$ cat src/rtl/i2c_bus_arbiter_pkg.sv
// Shared types for the two-requester I2C bus arbiter: command word, burst
// counter type and arbiter state encoding.
package i2c_bus_arbiter_pkg;

  localparam int c_i2c_arb_num_req = 2;

  typedef logic [7:0] t_i2c_burst;

  typedef struct packed {
    logic       we;
    logic [6:0] addr_slave;
    logic [7:0] addr_reg;
    t_i2c_burst burst_num;
  } t_i2c_cmd;

  typedef enum logic [1:0] {IDLE, CMD, DATA, DRAIN} t_i2c_arb_state;

endpackage

$ cat src/rtl/i2c_bus_arbiter.sv
// Round-robin arbiter serializing whole I2C transactions from two requesters
// onto one master. Optional watchdog enabled by defining I2C_ARB_TIMEOUT_EN.
module i2c_bus_arbiter
  import i2c_bus_arbiter_pkg::*;
#(
  parameter int p_num_req        = c_i2c_arb_num_req,
  parameter int p_timeout_cycles = 2_500_000
) (
  input  logic                 i_clk,
  input  logic                 i_rst,
  input  logic [p_num_req-1:0] i_req_cmd_valid,
  input  t_i2c_cmd             i_req_cmd_data [p_num_req],
  output logic [p_num_req-1:0] o_req_cmd_ready,
  input  logic [p_num_req-1:0] i_req_wr_valid,
  input  logic [7:0]           i_req_wr_data [p_num_req],
  output logic [p_num_req-1:0] o_req_wr_ready,
  output logic [p_num_req-1:0] o_req_rd_valid,
  output logic [7:0]           o_req_rd_data,
  input  logic [p_num_req-1:0] i_req_rd_ready,
  output logic                 o_m_cmd_valid,
  output t_i2c_cmd             o_m_cmd_data,
  input  logic                 i_m_cmd_ready,
  output logic                 o_m_wr_valid,
  output logic [7:0]           o_m_wr_data,
  input  logic                 i_m_wr_ready,
  input  logic                 i_m_rd_valid,
  input  logic [7:0]           i_m_rd_data,
  output logic                 o_m_rd_ready,
  input  logic                 i_m_busy,
  output logic [p_num_req-1:0] o_grant,
  output logic                 o_drop,
  output logic                 o_timeout
);

  if (p_num_req != c_i2c_arb_num_req || p_timeout_cycles < 1) begin : g_param_check
    $error("i2c_bus_arbiter: unsupported parameter values");
  end

  t_i2c_arb_state state, state_next;
  logic [1:0]     grant;
  logic           last_served;
  t_i2c_burst     beat_cnt;
  logic           we_q;
  logic           g;
  logic           prefer;
  logic [1:0]     pick;
  logic           cmd_fire, wr_fire, rd_fire, beat_fire, rd_owned;
  logic           wd_expire;

  assign g       = grant[1];
  assign o_grant = grant;
  assign prefer  = ~last_served;
  assign pick    = i_req_cmd_valid[prefer] ? (2'b01 << prefer) : (2'b01 << ~prefer);

  assign rd_owned  = (state == DATA) && !we_q;
  assign cmd_fire  = o_m_cmd_valid && i_m_cmd_ready;
  assign wr_fire   = o_m_wr_valid && i_m_wr_ready;
  assign rd_fire   = rd_owned && i_m_rd_valid && i_req_rd_ready[g];
  assign beat_fire = we_q ? wr_fire : rd_fire;

  always_ff @(posedge i_clk) begin
    if (i_rst) begin
      state       <= IDLE;
      grant       <= '0;
      last_served <= 1'b1;
      beat_cnt    <= '0;
      we_q        <= 1'b0;
    end else begin
      state <= state_next;
      case (state)
        IDLE:  if (|i_req_cmd_valid) grant <= pick;
        CMD: begin
          if (cmd_fire) begin
            we_q     <= i_req_cmd_data[g].we;
            beat_cnt <= (wr_fire && i_req_cmd_data[g].burst_num != '0)
                        ? i_req_cmd_data[g].burst_num - t_i2c_burst'(1)
                        : i_req_cmd_data[g].burst_num;
          end
        end
        DATA:  if (beat_fire && beat_cnt != '0) beat_cnt <= beat_cnt - t_i2c_burst'(1);
        DRAIN: begin
          if (!i_m_busy) begin
            grant       <= '0;
            last_served <= g;
          end
        end
        default: ;
      endcase
      if (wd_expire) begin
        grant       <= '0;
        last_served <= g;
      end
    end
  end

  always_comb begin
    state_next = state;
    case (state)
      IDLE:  if (|i_req_cmd_valid) state_next = CMD;
      CMD: begin
        if (cmd_fire) begin
          state_next = (wr_fire && i_req_cmd_data[g].burst_num == '0) ? DRAIN : DATA;
        end
      end
      DATA:  if (beat_fire && beat_cnt == '0) state_next = DRAIN;
      DRAIN: if (!i_m_busy) state_next = IDLE;
      default: state_next = IDLE;
    endcase
    if (wd_expire) state_next = IDLE;
  end

  // In CMD the write beat is only offered together with an accepted command,
  // so the master can never take a data byte ahead of its command.
  always_comb begin
    o_req_cmd_ready = '0;
    o_req_wr_ready  = '0;
    o_req_rd_valid  = '0;
    o_m_cmd_valid   = 1'b0;
    o_m_wr_valid    = 1'b0;
    o_m_cmd_data    = i_req_cmd_data[g];
    o_m_wr_data     = i_req_wr_data[g];
    o_req_rd_data   = i_m_rd_data;
    o_m_rd_ready    = rd_owned ? i_req_rd_ready[g] : i_m_rd_valid;
    o_drop          = i_m_rd_valid && !rd_owned;
    case (state)
      CMD: begin
        o_m_cmd_valid      = i_req_cmd_valid[g];
        o_req_cmd_ready[g] = i_m_cmd_ready;
        if (i_req_cmd_data[g].we && i_req_cmd_valid[g] && i_m_cmd_ready) begin
          o_m_wr_valid      = i_req_wr_valid[g];
          o_req_wr_ready[g] = i_m_wr_ready;
        end
      end
      DATA: begin
        if (we_q) begin
          o_m_wr_valid      = i_req_wr_valid[g];
          o_req_wr_ready[g] = i_m_wr_ready;
        end else begin
          o_req_rd_valid[g] = i_m_rd_valid;
        end
      end
      default: ;
    endcase
  end

`ifdef I2C_ARB_TIMEOUT_EN
  localparam int c_wd_w = $clog2(p_timeout_cycles + 1);
  logic [c_wd_w-1:0] wd_cnt;

  // Counts cycles spent in the current busy state; any state change restarts it.
  always_ff @(posedge i_clk) begin
    if (i_rst || state == IDLE || state_next != state) begin
      wd_cnt <= '0;
    end else begin
      wd_cnt <= wd_cnt + c_wd_w'(1);
    end
  end

  assign wd_expire = (state != IDLE) && (wd_cnt == c_wd_w'(p_timeout_cycles - 1));
`else
  assign wd_expire = 1'b0;
`endif

  assign o_timeout = wd_expire;

endmodule

$ cat config.mk
export PLATFORM = sky130hd
export DESIGN_NAME = i2c_bus_arbiter
export DESIGN_NICKNAME = d
export VERILOG_FILES = /design/src/rtl/i2c_bus_arbiter_pkg.sv /design/src/rtl/i2c_bus_arbiter.sv
export SDC_FILE = /design/constraint.sdc
export NUM_CORES = 1
export LEC_CHECK = 0
export CAP_MARGIN = 30
export CORE_ASPECT_RATIO = 0.8
export CORE_MARGIN = 1.5
export CORE_UTILIZATION = 34
export DETAILED_ROUTE_END_ITERATION = 16
export MAX_ROUTING_LAYER = met4
export PLACE_DENSITY = 0.93
export SLEW_MARGIN = 20
export SYNTH_ARGS = -nofsm -noshare
export SYNTH_HDL_FRONTEND = slang
export SYNTH_SLANG_ARGS = --single-unit
$ cat constraint.sdc
create_clock -name i_clk -period 3.6 [get_ports i_clk]
set_clock_uncertainty 0.1 [all_clocks]
set_input_delay 0.36 -clock i_clk [delete_from_list [all_inputs] [get_ports i_clk]]
set_output_delay 0.36 -clock i_clk [all_outputs]
set_load 0.02 [all_outputs]
==> qor.yml <==
critPathRequiredTime_ps: 3140
layout_setup_ws_ps: 790
crit_arrival_ps: 2350
dominantRegCellSynth: "dfxtp_1"
ys_warn_count: 0
grt_pass1_wl_mm: 9.45
grt-ovfl-total: 0
worst_r2r_path_depth: 7
power.density_nw_per_um2: 387
multi_input_comb_area_um2: 1300
fin_hold_ws_ps: 358
relSlewSlack_pct: 50.6
seq_area_frac_synth_pct: 15.9
rows: 23
tritoncts: "yes"
yosysTopAreaCellShare_pct: 19.2
leakagePower_uw: 0.00106
period_share_pct: 78.1
gp_congestion: 0.912
final_nets: 425
ctsResizeCount: 0
drv_cap: 0
synth.cell_area_um2: 1760
start_kind: "register"
hold-path-cell-count: 2
yosysTopAreaCell: "mux2_2"
synthTopCellsByArea: "mux2_2 19%, dfxtp_1 16%, ha_1 6.4%"
drtIter0Drc: 168
setup_violations: 0
die_area_um2: 5620
ant_nets: 0
area_growth_syn_to_layout_pct: 68.8
worstMarginPinSlew_ps: 734
fillerInstances: 419
h-tree-depth: 1
critPathKind: "register to output pin"
cts_sinks: 14
routed_wirelength_mm: 5.98
slew_viol_final: 0
power_uw: 1150
dp_hpwl_mm: 4.95
async_flop_share_pct: 0
status: "complete, no violations"
antenna_cells: 0
post_cts_buffers: 0
ctsHoldBuffers: 0
io_pins: 137
r2r_start: "o_grant[1]"
place_inst: 389
seq_area_um2: 282
grt_util_all_layers_pct: 21.2
synth-edff-count: 0
period_needed_ps: 2810
die_y_um: 67.4
synthesis.nets: 318
grt_setup_unrepaired: "false"
grt_max_degree: 21
clk_path_buf_depth: 2
clkTransAtPathRegs_ps: 60
firstDrtPassIters: 5
fin_tns_setup_ps: 0
peakVddDrop_uv: 185
root_buffer: "clkbuf_8"
dpl_worst_slack_ps: 864
min_from: "o_grant[0]"
r2r_slack_ps: 840
clk_latency_ps: 250
crit_path_max_fanout: 11
drive_gt1_share_pct: 12.1
antenna_found_initial: 0
max_clock_freq_ghz: 0.356
finalHoldViolations: 0
port_buffers: 119
synth_cell_types: 47
vias: 2131
r2r-end: "beat_cnt[6]"
route.detailed.drc: 0
core_area_um2: 5010
synth_seq_cells: 14
numCtsBuffers: 3
start_util_pct: 35.2
avgViaCountPerCell: 5.44
hold_class: "register to register"
whs_endpoint: "o_grant[0]"
syn_avg_cell_area_um2: 7.82
die_w_um: 83.5
stdcell_count: 392
synthCells: 225
endpoint_kind: "output pin"
post_drt_wl_per_cell_um: 15.3
first_global_vias: 2045
==> cells in the final DEF (no fill, tap or decap), drive strengths merged, types with 2 or more instances in the layout <==
master | netlist | final
o211ai | 2 | 2
and4 | 2 | 2
dfxtp | 14 | 14
a211o | 3 | 3
nor4 | 3 | 3
o21ai | 6 | 6
nor4b | 2 | 2
a21oi | 12 | 12
inv | 18 | 18
nand3 | 11 | 11
nand3b | 4 | 4
ha | 9 | 9
mux2i | 11 | 11
or3 | 3 | 3
clkdlybuf4s50 | 0 | 119
buf | 13 | 2
nor2 | 19 | 19
clkbuf | 6 | 3
nor3 | 9 | 9
nor2b | 3 | 3
mux2 | 30 | 30
nand4 | 3 | 3
nand2 | 12 | 12
a31oi | 8 | 8
a211oi | 5 | 5
==> flip-flops by register name (all words and copies together), names as in the netlist <==
name	count
last_served	1
state	2
we_q	1
o_grant	2
beat_cnt	8
==> per-stage QoR <==
step	util, %	instance area [um^2]
floorplan	-	1760
global placement	58.5	2930
detailed placement	58.5	2930
CTS	59.3	2970
global route	59.3	2970
finish	59.3	2970
==> synthesized netlist by cell type (all sizes together) (4+ instances only) <==
library cell  instances
mux2i                11
a211oi                5
inv                  18
nand2                12
nand3b                4
mux2                 30
a31oi                 8
a21oi                12
ha                    9
nor3                  9
o21ai                 6
clkbuf                6
dfxtp                14
nor2                 19
buf                  13
nand3                11
==> worst max-delay path: stages, from the launching register on <==
cell and delay (ps):
dfxtp_1 400, inv_1 130, ha_1 360, a211o_1 330, a211oi_1 240, clkdlybuf4s50_1 640
==> cells by family (layout without fill, tap and decap cells) <==
family                     Yosys count  in the layout  synth area share, %
other                                1              1                0.213
xor gates and xnor gates             1              1                0.498
adders and majority gates            9              9                 6.40
DFF                                 14             14                 15.9
AOI/OAI and AO/OA                   48             48                 18.7
buffers and inverters               37            142                 10.4
and+or+nand+nor                     74             74                 22.5
muxes                               41             41                 25.4
==> layout make-up <==
cell class,count,area share [%]
Sequential cell,14,9.47
Clock buffer,3,1.39
Inverter,18,2.27
Tap cell,62,2.61
Timing Repair Buffer,121,40.6
Multi-Input combinational cell,174,43.7
==> power breakdown <==
part	leakage (uW)	internal, uW	switching, uW	total (uW)
sequential	0.000114	183	38.2	221
combinational	0.000924	388	405	793
clock	0.0000216	74.4	61.6	136
total	0.00106	646	505	1150
==> worst max-delay path by stage <==
| stage | from | end | slack (ps) | cells past startpoint |
|---|---|---|---|---|
| floorplan | o_grant[1] | beat_cnt[4] | 800 | 10 |
| global placement | i_req_cmd_valid[0] | o_m_wr_valid | 880 | 5 |
| detailed placement | i_req_cmd_valid[0] | o_m_wr_valid | 860 | 5 |
| CTS | state[0] | o_m_wr_valid | 810 | 5 |
| global route | o_grant[1] | beat_cnt[4] | 680 | 7 |
| finish | state[0] | o_m_wr_valid | 790 | 5 |
==> routing by layer <==
| metal | global-route usage [%] | share of wire (%) | vias to the layer above |
|---|---|---|---|
| met2 | 37.9 | 50 | 115 |
| met1 | 24.6 | 40 | 971 |
| li1 | - | - | 1029 |
| met5 | - | 0 | - |
| met3 | 3.67 | 7.8 | 16 |
| met4 | 7.58 | 2.3 | 0 |
Power figures use the tool's default switching activity.
